`src/rtl/hazard_scoreboard.sv`:
```
// hazard_scoreboard: forwarding and load-use hazard unit for the pipelined core.
// Keeps a shift pipeline of in-flight register writes (entry 0 = EX, then MEM,
// WB, ...), resolves each decode source operand to the youngest matching
// in-flight result, and stalls decode when that result is a load that has not
// yet produced its data. Stall cycles are counted in a saturating counter.
module hazard_scoreboard #(
    parameter int DWIDTH     = 32,
    parameter int AWIDTH     = 5,
    parameter int NUM_RS     = 2,
    parameter int STAGES     = 3,
    parameter int LOAD_STAGE = 1,
    parameter int CNT_WIDTH  = 16
) (
    input  logic                     hz_clk,
    input  logic                     hz_rst,
    input  logic                     hz_i_issue_valid,
    input  logic                     hz_i_issue_we,
    input  logic [AWIDTH-1:0]        hz_i_issue_rd,
    input  logic                     hz_i_issue_load,
    input  logic [NUM_RS*AWIDTH-1:0] hz_i_addr_rs,
    input  logic [NUM_RS*DWIDTH-1:0] hz_i_data_rs,
    input  logic [DWIDTH-1:0]        hz_i_alu_data,
    input  logic [DWIDTH-1:0]        hz_i_load_data,
    input  logic                     hz_i_flush,
    output logic [NUM_RS*DWIDTH-1:0] hz_o_data_rs,
    output logic [NUM_RS-1:0]        hz_o_fwd_hit,
    output logic                     hz_o_stall,
    output logic [CNT_WIDTH-1:0]     hz_o_stall_cnt
);

    // Saturating increment: holds at all-ones instead of wrapping.
    function automatic logic [CNT_WIDTH-1:0] sat_inc(input logic [CNT_WIDTH-1:0] v);
        return (&v) ? v : v + CNT_WIDTH'(1);
    endfunction

    // In-flight entry fields; entry 0 never stores data because its result
    // is still on the ALU output.
    logic [STAGES-1:0] vld_q;
    logic [STAGES-1:0] we_q;
    logic [STAGES-1:0] ld_q;
    logic [AWIDTH-1:0] rd_q   [STAGES];
    logic [DWIDTH-1:0] data_q [1:STAGES-1];
    logic [CNT_WIDTH-1:0] cnt_q;

    // Per-entry operand value and readiness as seen by decode this cycle.
    logic [STAGES-1:0] rdy_w;
    logic [DWIDTH-1:0] op_data [STAGES];
    logic [NUM_RS-1:0] wait_w;
    logic              stall_w;

    for (genvar k = 0; k < STAGES; k++) begin : g_stage
        assign rdy_w[k] = ~ld_q[k] | (k >= LOAD_STAGE);
        if (k == 0) begin : g_ex
            assign op_data[k] = hz_i_alu_data;
        end else if (k == LOAD_STAGE) begin : g_ld
            assign op_data[k] = ld_q[k] ? hz_i_load_data : data_q[k];
        end else begin : g_st
            assign op_data[k] = data_q[k];
        end
    end

    for (genvar n = 0; n < NUM_RS; n++) begin : g_port
        logic [AWIDTH-1:0] addr;
        logic [DWIDTH-1:0] sel;
        logic              hit;
        logic              rdy;

        assign addr = hz_i_addr_rs[n*AWIDTH +: AWIDTH];

        // Youngest matching entry wins: scan oldest to youngest, last match sticks.
        always_comb begin
            sel = hz_i_data_rs[n*DWIDTH +: DWIDTH];
            hit = 1'b0;
            rdy = 1'b1;
            for (int k = STAGES - 1; k >= 0; k--) begin
                if (vld_q[k] && we_q[k] && (rd_q[k] == addr) && (rd_q[k] != '0)) begin
                    sel = op_data[k];
                    hit = 1'b1;
                    rdy = rdy_w[k];
                end
            end
            if (hz_rst) begin
                sel = hz_i_data_rs[n*DWIDTH +: DWIDTH];
                hit = 1'b0;
                rdy = 1'b1;
            end
            if (addr == '0) begin
                sel = '0;
            end
        end

        assign hz_o_data_rs[n*DWIDTH +: DWIDTH] = sel;
        assign hz_o_fwd_hit[n]                  = hit;
        assign wait_w[n]                        = ~rdy;
    end

    assign stall_w        = ~hz_rst & hz_i_issue_valid & ~hz_i_flush & (|wait_w);
    assign hz_o_stall     = stall_w;
    assign hz_o_stall_cnt = cnt_q;

    // Advance the in-flight pipeline: issue or bubble into EX, capture results
    // as entries leave the stage that produces them, kill EX on flush.
    always_ff @(posedge hz_clk) begin
        if (hz_rst) begin
            vld_q <= '0;
            we_q  <= '0;
            ld_q  <= '0;
            for (int k = 0; k < STAGES; k++) begin
                rd_q[k] <= '0;
            end
            for (int k = 1; k < STAGES; k++) begin
                data_q[k] <= '0;
            end
        end else begin
            vld_q[0] <= hz_i_issue_valid & ~stall_w & ~hz_i_flush;
            we_q[0]  <= hz_i_issue_we;
            rd_q[0]  <= hz_i_issue_rd;
            ld_q[0]  <= hz_i_issue_load;
            for (int k = 1; k < STAGES; k++) begin
                vld_q[k] <= vld_q[k-1];
                we_q[k]  <= we_q[k-1];
                rd_q[k]  <= rd_q[k-1];
                ld_q[k]  <= ld_q[k-1];
            end
            data_q[1] <= hz_i_alu_data;
            for (int k = 2; k < STAGES; k++) begin
                if ((k == LOAD_STAGE + 1) && ld_q[k-1]) begin
                    data_q[k] <= hz_i_load_data;
                end else begin
                    data_q[k] <= data_q[k-1];
                end
            end
            if (hz_i_flush) begin
                vld_q[1] <= 1'b0;
            end
        end
    end

    // Stall-cycle performance counter, saturating at its maximum.
    always_ff @(posedge hz_clk) begin
        if (hz_rst) begin
            cnt_q <= '0;
        end else if (stall_w) begin
            cnt_q <= sat_inc(cnt_q);
        end
    end

endmodule

```
`config.mk`:
```
export PLATFORM = sky130hd
export DESIGN_NAME = hazard_scoreboard
export DESIGN_NICKNAME = d
export VERILOG_FILES = /design/src/rtl/hazard_scoreboard.sv
export SDC_FILE = /design/constraint.sdc
export NUM_CORES = 1
export LEC_CHECK = 0
export CORE_MARGIN = 8
export CORE_UTILIZATION = 47
export DETAILED_ROUTE_END_ITERATION = 12
export PLACE_DENSITY = 0.81
export SYNTH_ARGS = -nofsm -noshare
export SYNTH_HDL_FRONTEND = slang
export SYNTH_SLANG_ARGS = --single-unit
export TNS_END_PERCENT = 10
```
`constraint.sdc`:
```
create_clock -name hz_clk -period 3.15 [get_ports hz_clk]
set_input_delay 0.63 -clock hz_clk [delete_from_list [all_inputs] [get_ports hz_clk]]
set_output_delay 0.63 -clock hz_clk [all_outputs]
set_load 0.03 [all_outputs]
```
==> results of run 1 <==
==> synth_stat cells (all sizes together), types with 5 or more instances <==
cell type	n	area, sq um
a21oi	5	25.02
a221oi	63	551.8
and3	6	37.54
buf	21	123.9
clkbuf	54	202.7
dfxtp	71	1421
edfxtp	32	960.9
mux2	10	112.6
mux2i	159	1592
nand2	13	48.80
nand3	73	365.4
nand4	5	31.28
nor2	55	214.0
nor2b	62	387.9
nor3	9	45.04
nor4	14	127.6
o21ai	65	325.3
or4	5	37.54
xnor2	9	78.83
xor2	21	183.9
==> through the flow <==
step,power (mW),area (sq um),hold slack (ns),setup WS (ns)
floorplan,1.917,7256,0.4302,-0.1290
global placement,2.373,10010,0.4373,-0.5452
detailed placement,2.388,10010,0.4410,-0.5494
CTS,3.588,11060,0.4585,-0.03286
global route,3.729,11200,0.4735,-0.1240
finish,3.614,11200,0.4542,-0.04967
==> sequential cells by signal (all words and copies together) (netlist names) <==
signal and cells:
data_q 64, hz_o_stall_cnt 16, rd_q 15, vld_q 3
we_q 3, ld_q 2
==> how the worst max path moves through the flow <==
stage / start / to / slack [ns] / cells after the start
2_1_floorplan: hz_i_addr_rs[7] / hz_o_data_rs[39] / -0.13 / 6
3_3_place_gp: hz_i_addr_rs[9] / hz_o_data_rs[52] / -0.55 / 8
3_5_place_dp: hz_i_addr_rs[9] / hz_o_data_rs[52] / -0.55 / 8
4_1_cts: rd_q[0][11] / hz_o_data_rs[48] / -0.03 / 10
5_1_grt: hz_i_addr_rs[7] / hz_o_data_rs[52] / -0.12 / 9
6_report: rd_q[0][12] / hz_o_data_rs[52] / -0.05 / 9
==> power groups by stage <==
stage,Combinational [mW],Clock [mW],Sequential [mW]
6_report,0.982,1.16,1.47
5_1_grt,1.03,1.22,1.48
4_1_cts,0.946,1.17,1.47
3_5_place_dp,0.889,0,1.50
3_3_place_gp,0.877,0,1.50
2_1_floorplan,0.436,0,1.48
==> worst register-to-register path: stages, from the launching register on <==
cell and delay (ns):
dfxtp_2 0.35, xor2_1 0.15, nor4_2 0.28, buf_4 0.18, buf_4 0.11, buf_4 0.10
a22oi_1 0.11, buf_4 0.22, nor4_1 0.39, mux2_1 0.36
==> repair_timing <==
| item | 4_1_cts | 5_1_grt |
|---|---|---|
| hold buffers | 0 | 0 |
| gates cloned | 7 | 0 |
| endpoints found under the setup margin | 65 | 64 |
| gates resized for setup | 109 | 40 |
| pin swaps | 29 | 29 |
| buffers inserted | 19 | 0 |
==> cell families (layout without fill, tap and decap cells) <==
family	Yosys count	count (layout)	synth area share [%]
adder cells (fa/ha/maj)	1	1	0.1758
flip-flops	103	103	33.49
XOR/XNOR	30	30	3.693
AO/OA/AOI/OAI	152	152	14.81
AND/OR/NAND/NOR	251	251	19.13
multiplexers	169	169	23.95
buffers and inverters	77	333	4.696
other	1	33	0.05271
==> layout make-up <==
| class | instances | share of cell area (%) |
|---|---|---|
| inverter | 2 | 0.07818 |
| multi-input combinational | 635 | 45.38 |
| timing repair buffer | 315 | 28.29 |
| clock buffer | 12 | 2.479 |
| clock inverter | 4 | 0.2680 |
| antenna | 1 | 0.02234 |
| tap | 188 | 2.100 |
| sequential | 103 | 21.39 |
==> routing by layer <==
layer | part of all wire, % | GRT usage (%) | up-vias
li1 | - | - | 3493
met1 | 40 | 33.69 | 3655
met2 | 49 | 46.59 | 417
met3 | 8.7 | 6.816 | 67
met4 | 3.1 | 12.19 | 0
met5 | 0 | 0 | -
==> flow_summary.yaml, run 1 <==
logic_synthesis:
  yosys_register_bits: 103
  avgSynthCellArea_sq_um: 9.074
  synth_cell_types: 44
  synth_edf_count: 32
  async_flop_share_pct: 0
  synth_area_sq_mm: 0.007114
  synthFlopType: "dfxtp_1"
  yosysSeqAreaShare_pct: 33.49
  yosysWarnings: 0
  syn_inst: 784
die:
  die_h_um: 139.0
  fp.dieW_um: 139.0
  core_area_sq_mm: 0.01498
  dieArea_sq_mm: 0.01933
  start_util_pct: 47.50
  ios: 232
  rows: 45
detailed_routing:
  wire_per_inst_um: 22.16
  drt_first_pass_iters: 5
  drc: 0
  wl_um: 27920
  ant_nets: 0
  vias: 7632
  viasPerCell: 6.057
  drtIter0Drc: 626
worst_setup_path:
  end_kind: "output pin"
  cp_max_fo: 7
  cp-start-kind: "register"
  path_class: "reg2out"
  reg2reg_depth: 9
  critPathSlowestCell: "or4_4"
  crit_chain: "or4_4 -> o211ai_1 -> buf_4 -> nor2_4 -> buf_6 -> buf_12 -> mux2i_1 -> a221oi_2 -> buf_4"
  cpPeakStageDelay_ns: 0.54
  cp_common_cell: "buf_4"
  timing.critical_path.buf_inv: 4
  crit_arrival_ns: 2.57
  required_ns: 2.52
  cpLargestDelayFamily: "buffers and inverters"
  reg2reg_to: "hz_o_stall_cnt[6]"
  reg2reg_from: "rd_q[0][2]"
  r2r_slack_ns: 0.78
cts:
  cts.clk_slew.worst_paths_ns: 0.07
  cts_tree: "done"
  cts-buffers-inserted: 9
  cts.sinks: 103
  cts-htree-levels: 3
  clkLatencyLatePin_ns: 0.36
  clockBufferDepth: 2
  root_buffer: "clkbuf_16"
timing:
  clock_skew_ns: 0.009441
  worstMarginPinSlew_ns: 0.7183
  finalHoldViolCount: 0
  relSlewSlack_pct: 51.93
  post-route-min-period_ns: 3.200
  rsz0062_at_grt: "yes"
  fmax_ghz: 0.3125
  worst_slack_ns: -0.04967
  fin_setup_tns_ns: -0.09912
  finalMaxSlewViolations: 0
  fin_crit_sh_pct: 101.6
  setup_viol: 3
finish:
  drive_gt1_share_pct: 25.40
  layout_common_cells: "clkdlybuf4s50_1, mux2i_1, buf_4"
  mostFrequentLayoutCell: "clkdlybuf4s50_1"
  nFillCells: 1053
  multiInputGateArea_sq_mm: 0.005084
  syn2layout_area_growth_pct: 57.47
  stdcell_count: 1260
  seq_area_sq_mm: 0.002396
  fin_nets: 1216
  fin_util_pct: 74.80
power:
  leakage_nw: 4.497
  switchingPower_mw: 1.095
  p_seq_share_pct: 40.8
  power.density_mw_per_mm2: 322.6
  power_frac_comb_pct: 27.2
  clockPowerShare_pct: 32.1
  switching_share_pct: 30.30
  internal_power_mw: 2.519
  peakVddDrop_mv: 0.2376
flow_run:
  cap_viol_max_count: 0
hold_path:
  hp-class: "reg2reg"
  holdPathEnd: "vld_q[1]"
  hold_depth: 1
  hp-start: "vld_q[0]"
placement:
  port-buffer-count: 231
  gp_congestion: 0.9234
  dp_hpwl_um: 18900
  dpl.cell_count: 1218
global_routing:
  grt_max_degree: 101
  grt-ovfl-total: 0
  grtUsageTotal_pct: 27.97
  grt_pass1_vias: 7719
  grt_pass1_wl_um: 43520
  antenna_found_initial: 1
outcome:
  violations: "negative setup slack"
  outcome: "finished with violations"
No activity file was read; power rests on OpenSTA's default activity.
==> run 2, diff against run 1 <==
--- a/config.mk
+++ b/config.mk
@@ -7,6 +7,8 @@
 export LEC_CHECK = 0
+export ABC_AREA = 1
 export CORE_MARGIN = 8
-export CORE_UTILIZATION = 47
+export CORE_UTILIZATION = 49
 export DETAILED_ROUTE_END_ITERATION = 12
-export PLACE_DENSITY = 0.81
+export PLACE_DENSITY = 0.83
+export SKIP_CTS_REPAIR_TIMING = 1
 export SYNTH_ARGS = -nofsm -noshare
--- a/constraint.sdc
+++ b/constraint.sdc
@@ -3,2 +3,2 @@
 set_output_delay 0.63 -clock hz_clk [all_outputs]
-set_load 0.03 [all_outputs]
+set_load 0.05 [all_outputs]
==> run 2 against run 1 <==
Net effect:
- sequential share of layout area is 1.6 points lower
- worst hold slack worse by 0.025 ns
- combinational power is 31% higher
- the flow now finishes without violations
- utilization is 1.8 points higher
- setup slack better by 0.16 ns
==> flow_summary.yaml, run 2 <==
detailed_routing:
  wl_um: 31340
  drc: 0
  wire_per_inst_um: 18.70
  drt_first_pass_iters: 6
  ant_nets: 0
  vias: 9572
  viasPerCell: 5.711
  drtIter0Drc: 1088
timing:
  finalMaxSlewViolations: 0
  relSlewSlack_pct: 51.62
  setup_viol: 0
  finalHoldViolCount: 0
  clock_skew_ns: 0.009678
  fmax_ghz: 0.3285
  fin_crit_sh_pct: 96.65
  post-route-min-period_ns: 3.045
  fin_hold_ws_ns: 0.4291
  worstMarginPinSlew_ns: 0.7256
finish:
  nFillCells: 1179
  largest_reg_flops: 64
  fin_nets: 1603
  fin_util_pct: 76.64
  largest_register: "data_q"
  drive_gt1_share_pct: 16.60
  layout_common_cells: "nand3_1, nand2_1, clkdlybuf4s50_1"
  mostFrequentLayoutCell: "nand3_1"
  syn2layout_area_growth_pct: 54.69
worst_setup_path:
  cp-start-kind: "primary input"
  crit_chain: "dlymetal6s2s_1 -> inv_2 -> a21oi_1 -> nand3_1 -> nor2_4 -> nand2_4 -> buf_12 -> buf_12 -> nand2_1 -> nand3_1 -> nand3_1 -> a21oi_1 -> buf_12"
  cp_max_fo: 11
  cpPeakStageDelay_ns: 0.26
  path_class: "in2out"
  required_ns: 2.52
  critPathSlowestCell: "nor2_4"
  end_kind: "output pin"
  crit_arrival_ns: 2.41
outcome:
  outcome: "complete, no violations"
cts:
  clkLatencyLatePin_ns: 0.36
  cts-buffers-inserted: 9
  cts_tree: "done"
  clockBufferDepth: 2
  cts.sinks: 103
  cts-htree-levels: 3
  cts.clk_slew.worst_paths_ns: 0.07
  root_buffer: "clkbuf_16"
logic_synthesis:
  synth_cell_types: 32
  synthFlopType: "dfxtp_1"
  yosysWarnings: 0
  post-synth-top-count-cell: "nand3_1"
  async_flop_share_pct: 0
  avgSynthCellArea_sq_um: 6.515
  synth_edf_count: 32
  synth_top_cell_area_share_pct: 18.26
  synth_area_sq_mm: 0.007785
  yosys-top-cells-count: "nand3_1, nand2_1, inv_1, o21ai_0, nor2_1"
  synth_largest_area_cell: "dfxtp_1"
  synthTopCellsByArea: "dfxtp_1, nand3_1, edfxtp_1"
  yosys_register_bits: 103
  syn_inst: 1195
  yosysSeqAreaShare_pct: 30.60
die:
  dieArea_sq_mm: 0.02018
  fp.dieW_um: 142.0
  die_h_um: 142.0
  core_area_sq_mm: 0.01571
  ios: 232
  rows: 46
  start_util_pct: 49.55
global_routing:
  grt_pass1_vias: 9122
  antenna_found_initial: 4
  grt_max_degree: 127
  grt-ovfl-total: 0
  grtUsageTotal_pct: 29.12
  grt_pass1_wl_um: 47250
hold_path:
  hp-class: "reg2reg"
placement:
  dp_hpwl_um: 21520
  gp_congestion: 0.9372
  port-buffer-count: 231
flow_run:
  cap_viol_max_count: 0
power:
  leakage_nw: 5.499
  power.density_mw_per_mm2: 326.2
  peakVddDrop_mv: 0.3828
## run 2: cell types whose count changed after synthesis, sizes merged, moves of 20 or more
cell    delta
o21ai     +67
nor2      +51
nand2    +179
nand3    +136
a221oi    -63
nand4     +20
mux2i    -127
inv      +153
buf       +26
a21oi    +111
nor2b     -62
## run 2: cell families (layout without fill, tap and decap cells)
kind of cell               Yosys count  after routing  share of synthesized area (%)
adders and majority gates            1              1                         0.1607
muxes                               32             32                          4.114
xor gates and xnor gates            19             19                          2.138
other                                1             34                        0.04817
buffers and inverters              242            474                          13.23
DFF                                103            103                          30.60
and+or+nand+nor                    547            547                          32.74
AOI/OAI and AO/OA                  250            250                          16.97
## run 2: routing by layer
metal	vias up	GRT usage (%)	routed length [um]
met4	4	14.47	1423
met3	137	7.581	3978
met2	620	47.24	14540
met1	4361	35.05	11370
li1	4450	-	-
met5	-	0	23
## run 2: power breakdown
part           internal (mW)  switching, mW  total [mW]
clock network          0.604          0.574        1.18
registers               1.43         0.0327        1.46
logic                  0.595          0.695        1.29
total                   2.63           1.30        3.93
## run 2: critical path: cells and delay by family
| kind | cells | cell delay [ns] |
|---|---|---|
| compound gates | 2 | 0.25 |
| buf+inv | 5 | 0.74 |
| simple gates | 6 | 0.78 |
## run 2: path summary, 6_finish.rpt
check                         start                 end  slack (ns)  cells after the start
setup / recovery    hz_i_addr_rs[3]    hz_o_data_rs[31]        0.11                     13
hold / removal              we_q[0]             we_q[1]        0.43                      2
setup reg to reg  hz_o_stall_cnt[0]  hz_o_stall_cnt[12]        1.15                      7
hold reg to reg             we_q[0]             we_q[1]        0.43                      2
## run 2: per-stage QoR
step | std cells | setup slack, ns | cell area [sq um] | setup TNS, ns | total power, mW
finish | 1676 | 0.1055 | 12040 | 0 | 3.929
global route | 1676 | -0.01929 | 12040 | -0.03773 | 4.072
CTS | 1665 | -0.1875 | 11750 | -8.226 | 3.903
detailed placement | 1649 | -0.1863 | 11450 | -7.907 | 2.740
global placement | 1649 | -0.1852 | 11450 | -7.141 | 2.721
floorplan | 1226 | 0.2705 | 7901 | 0 | 2.069
## run 2: layout make-up
cell class                 instances  area, sq um  share of cell area (%)
sequential                       103         2384                   19.79
multi-input combinational        881         4599                   38.19
inverter                         155        583.1                   4.842
clock inverter                     6        55.05                  0.4571
timing repair buffer             303         3896                   32.35
tap                              216        270.3                   2.244
antenna                            2        5.005                 0.04156
clock buffer                      10        250.2                   2.078
